### config.mk
export PLATFORM = sky130hd
export DESIGN_NAME = reg_bank_8
export DESIGN_NICKNAME = d
export VERILOG_FILES = /design/src/rtl/reg_bank_8.sv
export SDC_FILE = /design/constraint.sdc
export NUM_CORES = 1
export LEC_CHECK = 0
export ABC_AREA = 1
export CAP_MARGIN = 15
export CORE_AREA = 2 2 100 93
export CTS_CLUSTER_SIZE = 20
export DETAILED_ROUTE_END_ITERATION = 8
export DIE_AREA = 0 0 102 95
export HOLD_SLACK_MARGIN = 0.03
export PLACE_DENSITY = 0.77
export SKIP_CTS_REPAIR_TIMING = 1
export SYNTH_ARGS = -nofsm -noshare
export SYNTH_HDL_FRONTEND = slang
export SYNTH_SLANG_ARGS = --single-unit
### constraint.sdc
create_clock -name clk -period 7.5 [get_ports clk]
set_input_delay 1.125 -clock clk [delete_from_list [all_inputs] [get_ports clk]]
set_output_delay 1.125 -clock clk [all_outputs]
set_load 0.005 [all_outputs]
### src/rtl/reg_bank_8.sv
// reg_bank_8: eight 8-bit general registers with one write port and one
// increment/decrement step port. R7 doubles as the stack pointer and comes out
// of reset at the top of data memory. All outputs come straight from flops.
module reg_bank_8 #(
   parameter logic [7:0] RESET_VAL = 8'h00,
   parameter logic [7:0] R7_RESET  = 8'hFF
) (
   input  logic       clk,
   input  logic       rst,
   input  logic       we,
   input  logic [2:0] wsel,
   input  logic [7:0] wdata,
   input  logic       step_en,
   input  logic [2:0] step_sel,
   input  logic       step_dir,
   output logic [7:0] r0,
   output logic [7:0] r1,
   output logic [7:0] r2,
   output logic [7:0] r3,
   output logic [7:0] r4,
   output logic [7:0] r5,
   output logic [7:0] r6,
   output logic [7:0] r7,
   output logic       wrap,
   output logic       zero
);

   logic [7:0] regs_q [8];
   logic [7:0] regs_d [8];
   logic       wrap_q;
   logic       wrap_d;
   logic       zero_q;
   logic       zero_d;
   logic [7:0] stepSrc;
   logic [7:0] stepRes;
   logic       stepDiscard;

   // Next-state: apply the step to its register unless a write to the same
   // index collides (write wins), then apply the write; status pulses only
   // for a step that actually took effect.
   always_comb begin
      regs_d      = regs_q;
      wrap_d      = 1'b0;
      zero_d      = 1'b0;
      stepSrc     = regs_q[step_sel];
      stepRes     = step_dir ? (stepSrc - 8'd1) : (stepSrc + 8'd1);
      stepDiscard = we && (wsel == step_sel);
      if (step_en && !stepDiscard) begin
         regs_d[step_sel] = stepRes;
         wrap_d           = step_dir ? (stepSrc == 8'h00) : (stepSrc == 8'hFF);
         zero_d           = (stepRes == 8'h00);
      end
      if (we) begin
         regs_d[wsel] = wdata;
      end
   end

   // State registers with synchronous reset; any write or step presented in a
   // reset cycle is dropped.
   always_ff @(posedge clk) begin
      if (rst) begin
         for (int i = 0; i < 7; i++) begin
            regs_q[i] <= RESET_VAL;
         end
         regs_q[7] <= R7_RESET;
         wrap_q    <= 1'b0;
         zero_q    <= 1'b0;
      end else begin
         regs_q <= regs_d;
         wrap_q <= wrap_d;
         zero_q <= zero_d;
      end
   end

   assign r0   = regs_q[0];
   assign r1   = regs_q[1];
   assign r2   = regs_q[2];
   assign r3   = regs_q[3];
   assign r4   = regs_q[4];
   assign r5   = regs_q[5];
   assign r6   = regs_q[6];
   assign r7   = regs_q[7];
   assign wrap = wrap_q;
   assign zero = zero_q;

endmodule

**Word level (Yosys, flattened, before mapping)**

Index checks and enable logic that the tools add are counted.

- Output and inout bits: 66
- Memories kept: 0
- Bits in latches: 0
- Input port bits: 19
- Register bits after elaboration: 66
- Logic and storage cells: 42
- Bits in writable memories: 0
- ROM bits: 0

- Reduce and logical (&&, ||, !) cells: 8
- Divide/modulo/power cells: 0
- Equal/unequal tests: 2
- Muxes and demuxes: 13
- $mul: 0
- $add $sub $neg: 2
- Shift-type cells: 0
- Bitwise gates (word level): 3
- Order comparisons: 4

Operators with widths:

| cell | number |
|---|---|
| 64-bit bitwise mux | 2 |
| 64-bit 2-to-1 mux | 2 |
| 8-bit demux with 3-bit select | 2 |
| 8-bit 2-to-1 mux | 5 |
| 8-bit binary-select mux with 3-bit select | 1 |
| 8-bit logical NOT | 2 |
| 8-bit by 1-bit adder with 8-bit output (second input constant) | 1 |
| 8-bit == test (second input constant) | 1 |
| 4-bit greater-or-equal comparator (second input constant) | 2 |
| 4-bit by 1-bit less-than comparator with 1-bit output (second input constant) | 2 |
| 3-bit inverter with 4-bit output | 2 |
| 8-bit by 1-bit subtractor with 8-bit output (second input constant) | 1 |
| 1-bit logical AND | 4 |
| 3-bit == test | 1 |
| 2-bit OR reduction | 1 |
| 1-bit logical NOT | 1 |
| 1-bit 2-to-1 mux | 1 |
| 1-bit inverter | 1 |

**Logic depth before layout (Yosys ltp)**

Gate-level depths: netlist of run 1.

- Depth after elaboration: 10
- Gate-level depth with buffers: 20

**Least setup slack after synthesis of run 1**

Ideal clock, no wire load.

- Path type: in2reg
- Start: input step_sel[0]
- End: register regs_q, in the netlist r7[6]
- Slack: 4.188 ns
- Arrival: 3.193 ns
- Required time: 7.381 ns
- Cell stages on the path: 19
- Path through: buf_4 > inv_4 > buf_6 > buf_6 > nor2_1 > nand2_1 > nand2_1 > a21oi_1 > nand3_1 > ha_1 > a21oi_1 > nand2_1 > nand2_1 > nand2_1 > a21oi_1 > xor2_1 > inv_1 > nor2_1 > o21ai_1

- Longest elaborated chain between the ends: 10
- Elaborated cells on any way between the ends: 20
- Those cells by class: 2 x add/sub; 2 x order compare; 1 x eq/ne; 10 x mux; 1 x bitwise; 4 x reduce/logical

RTL lines:

| item | line | source |
|---|---|---|
| start: declaration | 14 | `input logic [2:0] step_sel,` |
| 3-bit inverter with 4-bit output (not written as such) | 45, 49 |  |
| 8-bit binary-select mux with 3-bit select | 45 | `stepSrc = regs_q[step_sel];` |
| 8-bit 2-to-1 mux (not written as such) (2 in series) | 45 |  |
| 8-bit by 1-bit adder with 8-bit output / 8-bit by 1-bit subtractor with 8-bit output (equally long branches) | 46 | `stepRes = step_dir ? (stepSrc - 8'd1) : (stepSrc + 8'd1);` |
| 8-bit 2-to-1 mux | 46 |  |
| 64-bit bitwise mux | 49 | `regs_d[step_sel] = stepRes;` |
| 64-bit 2-to-1 mux * | 48 | `if (step_en && !stepDiscard) begin` |
| 64-bit bitwise mux | 54 | `regs_d[wsel] = wdata;` |
| 64-bit 2-to-1 mux * | 53 | `if (we) begin` |
| end signal: assignment | 69 | `regs_q <= regs_d;` |
| end: declaration | 28 | `logic [7:0] regs_q [8];` |

Mark *: on every way between the ends. The rest lies on a longest branch, timed or not. The select of a mux whose other input is x is not followed.
A chain may end at the register's enable or synchronous reset.

**Worst setup path after layout of run 1**

- Start: input step_sel[1]
- End: register zero_q, in the netlist zero

- Longest elaborated chain between the ends: 7
- Elaborated cells on any way between the ends: 14
- Those cells by class: 2 x add/sub; 1 x eq/ne; 4 x mux; 2 x bitwise; 5 x reduce/logical

RTL lines:

| item | line | source |
|---|---|---|
| 3-bit inverter with 4-bit output (not written as such) | 45 |  |
| 8-bit binary-select mux with 3-bit select | 45 |  |
| 8-bit 2-to-1 mux (not written as such) (2 in series) | 45 |  |
| 8-bit by 1-bit adder with 8-bit output / 8-bit by 1-bit subtractor with 8-bit output (equally long branches) | 46 |  |
| 8-bit 2-to-1 mux | 46 |  |
| 8-bit logical NOT | 51 | `zero_d = (stepRes == 8'h00);` |
| end signal: assignment | 71 | `zero_q <= zero_d;` |
| end: declaration | 32 | `logic zero_q;` |

Parallel ways exist; a longest one is shown, timed or not. The select of a mux whose other input is x is not followed.

==> run_results.csv, run 1 <==
group,metric,value,unit
run_status,status,"finished, final reports clean",
min_path,hp-class,"reg2reg",
place,place_hpwl,10900,microns
cells_and_area,n_fill_cell,871,
die,ios,85,
cells_and_area,antennaDiodeCount,0,
pwr,internal_power,0.659,mW
pwr,p_sw_share,33.7,%
timing,slew_headroom,34.2,%
timing,setup_ws,2.97,ns
synthesis,synth.avg_cell_area,6.11,sq um
synthesis,synthesis.nets,718,
critical_path,worstSetupPathType,"in2reg",
cells_and_area,drive_gt1_share,6.52,%
place,globalplace.congestion,0.933,
global_routing,grt_pass1_vias,4612,
drt,drt_wl_total,15700,microns
synthesis,postSynthCellCount,691,
pwr,power_density,186,nW/um^2
critical_path,path_max_fanout,20,
timing,hold_viol_final,0,
timing,rsz0062_at_grt,"no",
pwr,power_frac_clock,35.6,%
cells_and_area,syn2layout_area_growth,26.1,%
clock_network,cts.clk_slew.worst_paths,0.08,ns
drt,drt_iter0_drc,376,
pwr,ir_drop,0.109,mV
drt,drt-pass1-iter-count,7,
die,core,8750,sq um
die,start_util,48.3,%
clock_network,insertion_delay,0.36,ns
drt,post-route-drc-count,0,
drt,wl_met3,1570,microns
global_routing,grt_max_degree,60,
pwr,power.switching,0.334,mW
drt,top_layer,"met4",
drt,wl_per_cell,17.6,microns
clock_network,cts_tree,"done",
global_routing,overflow,0,
run,max-cap-violations,0,
place,numPortBuffers,84,
die,die_x,102,microns
clock_network,cts_buffers,9,
timing,fin_tns_setup,0,ns
synthesis,synthesis.area,4230,sq um
critical_path,cp-start-kind,"primary input",
clock_network,cts_max_level,3,
drt,ant_nets,0,
cells_and_area,final_util,60.8,%
timing,finClkSkew,0.00967,ns
synthesis,synth_ff_type,"dfxtp_1",
critical_path,cp_data_arrival_time,4.79,ns
pwr,leakagePower,2.29,nW
synthesis,synth-seq-cells,66,
clock_network,clockRootBuffer,"clkbuf_8",
timing,fmax,221,MHz
pwr,total_power,0.993,mW
pwr,comb_power_share,25.3,%
pwr,pwr-share-seq,39.1,%
synthesis,synth-edff-count,0,
critical_path,required,7.76,ns
cells_and_area,layout.nets,789,
timing,worst_pin_slew,0.980,ns
global_routing,grt_pass1_wl,23800,microns
synthesis,ys_warn_count,0,
clock_network,cts_sinks,66,
drt,via_count,5000,
synthesis,yosysUniqueCellTypes,37,
place,pre_cts_ws,2.69,ns
timing,finalCriticalPeriod,4.53,ns
timing,drv_slew,0,
timing,finalCritPeriodShare,60.5,%
drt,wl_met1,6190,microns
die,die_y,95,microns
place,placed_cells,873,
die,die_area,9690,sq um
synthesis,async_reset_ff_share,0,%
drt,avgViaCountPerCell,5.62,
die,std_cell_rows,33,
global_routing,track_usage,32.7,%
global_routing,antenna_found_initial,0,
synthesis,seq_area_frac_synth,31.3,%
timing,setup_viol,0,
cells_and_area,final_cells,889,
drt,wl_met2,7010,microns
critical_path,end_kind,"flip-flop",
clock_network,cts_buffer_depth,2,
[final timing paths]
kind / startpoint / endpoint / slack, ns / cells past startpoint
worst min-delay path: r7[4] / r7[4] / 0.55 / 2
worst max-delay path: step_sel[1] / zero / 2.97 / 14
worst min register to register: r7[4] / r7[4] / 0.55 / 2
worst max register to register: r7[0] / zero / 4.62 / 14
[power by group through the flow]
stage	Combinational (mW)	Clock [mW]	Sequential [mW]
2_1_floorplan	0.136	0	0.393
3_3_place_gp	0.240	0	0.395
3_5_place_dp	0.243	0	0.396
4_1_cts	0.245	0.351	0.388
5_1_grt	0.269	0.365	0.390
6_report	0.251	0.354	0.388
[routing by layer]
layer,global-route usage [%],vias to the layer above
li1,-,2369
met1,39.8,2272
met2,52.9,294
met3,7.85,65
met4,18.2,0
met5,0,-
[cell usage after synthesis, types with 3 or more instances]
cell type	instances	share of area [%]
dfxtp_1	66	31
nand3b_1	3	0.53
buf_4	5	0.89
buf_1	4	0.36
a21oi_1	78	9.2
o21ai_0	38	4.5
nand3_1	48	5.7
nand2_1	236	21
nor2_1	73	6.5
nor2_4	7	1.9
inv_1	47	4.2
ha_1	7	2.1
inv_2	11	0.98
clkbuf_1	12	1.1
o21ai_1	18	2.1
nand3_2	4	0.95
buf_2	3	0.36
o21bai_1	5	0.89
[through the flow]
stage / hold WS [ns] / area [sq um]
after global routing: 0.585 / 5330
after global placement: 0.534 / 5100
final: 0.549 / 5330
after detailed placement: 0.541 / 5100
after floorplan: 0.489 / 4230
after CTS: 0.558 / 5330
[registers in the layout, indices dropped and copies added, names as in the netlist]
name,count
r0,8
r1,8
r2,8
r3,8
r4,8
r5,8
r6,8
r7,8
wrap,1
zero,1
[cell type report]
class | instances | area (sq um) | area share (%)
clock inverters | 6 | 90.1 | 1.69
inverters | 60 | 228 | 4.28
well taps | 122 | 153 | 2.87
flip-flops and latches | 66 | 1320 | 24.8
clock buffers | 10 | 138 | 2.58
multi-input cells | 539 | 2540 | 47.7
repair buffers | 86 | 856 | 16.1
[cells in the final DEF, fill, tap and decap left out, types with 3 or more instances in the layout]
cell,synthesis,layout
nor2_1,73,73
nand2_1,236,236
nand3_2,4,4
o21bai_1,5,5
o21ai_1,18,18
clkbuf_8,0,10
dfxtp_1,66,66
inv_2,11,11
clkdlybuf4s50_1,0,84
inv_1,47,46
ha_1,7,7
nand3b_1,3,3
a21oi_1,78,78
nor2_4,7,7
nand3_1,48,48
o21ai_0,38,38
[cells by family (layout without fill, tap and decap cells)]
logic type      count (synthesis)  after routing  share of synthesized area, %
buf+inv                        86            162                          8.59
xor+xnor                        3              3                         0.622
simple gates                  383            383                          39.1
flops                          66             66                          31.3
fa+ha+maj                       8              8                          2.55
compound gates                145            145                          17.9
[critical path, cell delays in order]
cell and delay, ns:
clkdlybuf4s50_1 0.83, inv_1 0.52, nand3_1 0.13, nand2_1 0.08
nand2_1 0.06, nand2_2 0.18, inv_1 0.19, fa_1 0.43
xnor2_1 0.78, inv_1 0.15, nand3_1 0.13, nor2_1 0.05
nand4_1 0.09, nor2_1 0.05
Note: power is estimated with default switching activity, not from simulation.
==> run 2: changes to the inputs <==
--- a/config.mk
+++ b/config.mk
@@ -7,12 +7,12 @@
 export LEC_CHECK = 0
 export ABC_AREA = 1
 export CAP_MARGIN = 15
-export CORE_AREA = 2 2 100 93
+export CORE_AREA = 2 2 103 95
 export CTS_CLUSTER_SIZE = 20
 export DETAILED_ROUTE_END_ITERATION = 8
-export DIE_AREA = 0 0 102 95
+export DIE_AREA = 0 0 105 97
 export HOLD_SLACK_MARGIN = 0.03
-export PLACE_DENSITY = 0.77
+export PLACE_DENSITY = 0.76
 export SKIP_CTS_REPAIR_TIMING = 1
 export SYNTH_ARGS = -nofsm -noshare
 export SYNTH_HDL_FRONTEND = slang
==> constraint.sdc (replaced) <==
create_clock -name clk -period 4 [get_ports clk]
set_input_delay 0.6 -clock clk [delete_from_list [all_inputs] [get_ports clk]]
set_output_delay 0.6 -clock clk [all_outputs]
set_load 0.005 [all_outputs]
==> run 2 against run 1 <==
Non-clock buffer count is 7 higher. Worst hold slack better by 0.023 ns. Register-to-register slack got worse by 3.3 ns. Combinational power is 94% higher. Core utilization fell by 0.80 points. Clock power is 100% higher. Setup slack worse by 2.6 ns. Routed wire length rose by 3.2%. Design area up 1.5%.
==> run_results.csv, run 2 (synthesis results as in run 1) <==
group,metric,value,unit
pwr,p_sw_share,32.8,%
die,ios,85,
pwr,ir_drop,0.163,mV
cells_and_area,layout_commonest_cell,"nand2_1",
pwr,power.switching,0.632,mW
cells_and_area,regArea,1320,sq um
drt,post-route-drc-count,0,
drt,drt-pass1-iter-count,5,
cells_and_area,final_cell_mix,"nand2_1, clkdlybuf4s50_1, a21oi_1",
pwr,comb_power_share,25.3,%
global_routing,grt_max_degree,33,
clock_network,cts_buffer_depth,2,
die,die_y,97,microns
timing,worst_pin_slew,0.939,ns
min_path,hp-class,"reg2reg",
cells_and_area,syn2layout_area_growth,27.9,%
pwr,pwr-share-seq,38.0,%
drt,drt_iter0_drc,440,
timing,finalCritPeriodShare,91.3,%
clock_network,clockRootBuffer,"clkbuf_8",
clock_network,cts.clk_slew.worst_paths,0.08,ns
clock_network,insertion_delay,0.36,ns
global_routing,grt_pass1_wl,24900,microns
drt,drt_wl_total,16200,microns
cells_and_area,layout.nets,796,
critical_path,cp-start-kind,"primary input",
clock_network,cts_tree,"done",
run_status,status,"finished, final reports clean",
die,start_util,46.9,%
global_routing,grt_pass1_vias,4692,
place,globalplace.congestion,0.938,
timing,hold_viol_final,0,
place,place_area,5160,sq um
clock_network,cts_buffers,9,
global_routing,overflow,0,
timing,fmax,274,MHz
clock_network,cts_max_level,3,
drt,wl_per_cell,18.0,microns
timing,finalCriticalPeriod,3.65,ns
drt,ant_nets,0,
clock_network,cts_sinks,66,
cells_and_area,n_fill_cell,909,
drt,avgViaCountPerCell,5.61,
die,core,9000,sq um
place,numPortBuffers,84,
cells_and_area,final_cell_area,5410,sq um
run,max-cap-violations,0,
die,die_x,105,microns
cells_and_area,drive_gt1_share,7.36,%
global_routing,track_usage,31.5,%
drt,via_count,5024,
critical_path,worstSetupPathType,"in2reg",
timing,finClkSkew,0.0137,ns
timing,setup_viol,0,
timing,rsz0062_at_grt,"no",
cells_and_area,antennaDiodeCount,0,
critical_path,required,4.29,ns
place,place_hpwl,11300,microns
pwr,internal_power,1.29,mW
die,die_area,10200,sq um
critical_path,end_kind,"flip-flop",
pwr,power_frac_clock,36.8,%
critical_path,path_max_fanout,27,
pwr,total_power,1.92,mW
pwr,power_density,356,nW/um^2
timing,whs,0.573,ns
cells_and_area,multi_input_area,2540,sq um
critical_path,cp_data_arrival_time,3.94,ns
pwr,leakagePower,2.34,nW
timing,drv_slew,0,
global_routing,antenna_found_initial,0,
timing,fin_tns_setup,0,ns
timing,slew_headroom,37.3,%
die,std_cell_rows,33,
==> run 2: cell count changes in the layout (fill, tap and decap cells not counted), sizes merged <==
cell      previous run  this run
clkinvlp             1         0
inv                 58        59
bufinv               2         3
clkbuf              10         9
buf                  2         9
==> run 2: layout make-up <==
cell class	instances	area share, %
Clock inverter	7	2.18
Tap cell	122	2.82
Sequential cell	66	24.4
Clock buffer	9	2.29
Timing Repair Buffer	93	17.0
Inverter	60	4.21
Multi-Input combinational cell	539	47.0
==> run 2: power by group through the flow <==
| stage | sequential (mW) | clock, mW | combinational [mW] |
|---|---|---|---|
| 6_report | 0.731 | 0.708 | 0.486 |
| 5_1_grt | 0.734 | 0.739 | 0.524 |
| 4_1_cts | 0.730 | 0.709 | 0.476 |
| 3_5_place_dp | 0.745 | 0 | 0.473 |
| 3_3_place_gp | 0.745 | 0 | 0.468 |
| 2_1_floorplan | 0.737 | 0 | 0.254 |
==> run 2: path summary, 6_finish.rpt <==
check               end  cells after the start   startpoint  slack, ns
setup / recovery   zero                     15  step_sel[0]       0.35
hold / removal    r1[2]                      4        r1[2]       0.57
setup reg to reg  r2[6]                     17        r0[1]       1.29
hold reg to reg   r1[2]                      4        r1[2]       0.57
==> run 2: critical path: stages <==
cell,delay (ns)
clkdlybuf4s50_1,0.67
inv_4,0.20
nand3_2,0.17
inv_2,0.07
nand2_1,0.06
nand2_1,0.06
nor2_1,0.19
nand2_1,0.13
ha_1,0.35
a21oi_1,0.26
o211a_1,0.19
nand3b_1,0.49
nand2_1,0.25
nand4_1,0.13
nor2_1,0.10
==> run 2: through the flow <==
stage | util (%) | cells | setup WS (ns)
6_report | 60.1 | 896 | 0.346
5_1_grt | 60.1 | 896 | 0.181
4_1_cts | 60.1 | 896 | 0.502
3_5_place_dp | 57.4 | 880 | 0.163
3_3_place_gp | 57.4 | 880 | 0.177
2_1_floorplan | - | 691 | 1.21
==> run 2: metal layers <==
| metal | GRT usage, % | wire length, microns |
|---|---|---|
| met1 | 40.9 | 6370 |
| met2 | 49.1 | 7210 |
| met3 | 4.85 | 1710 |
| met4 | 19.1 | 882 |
| met5 | 0 | 0 |
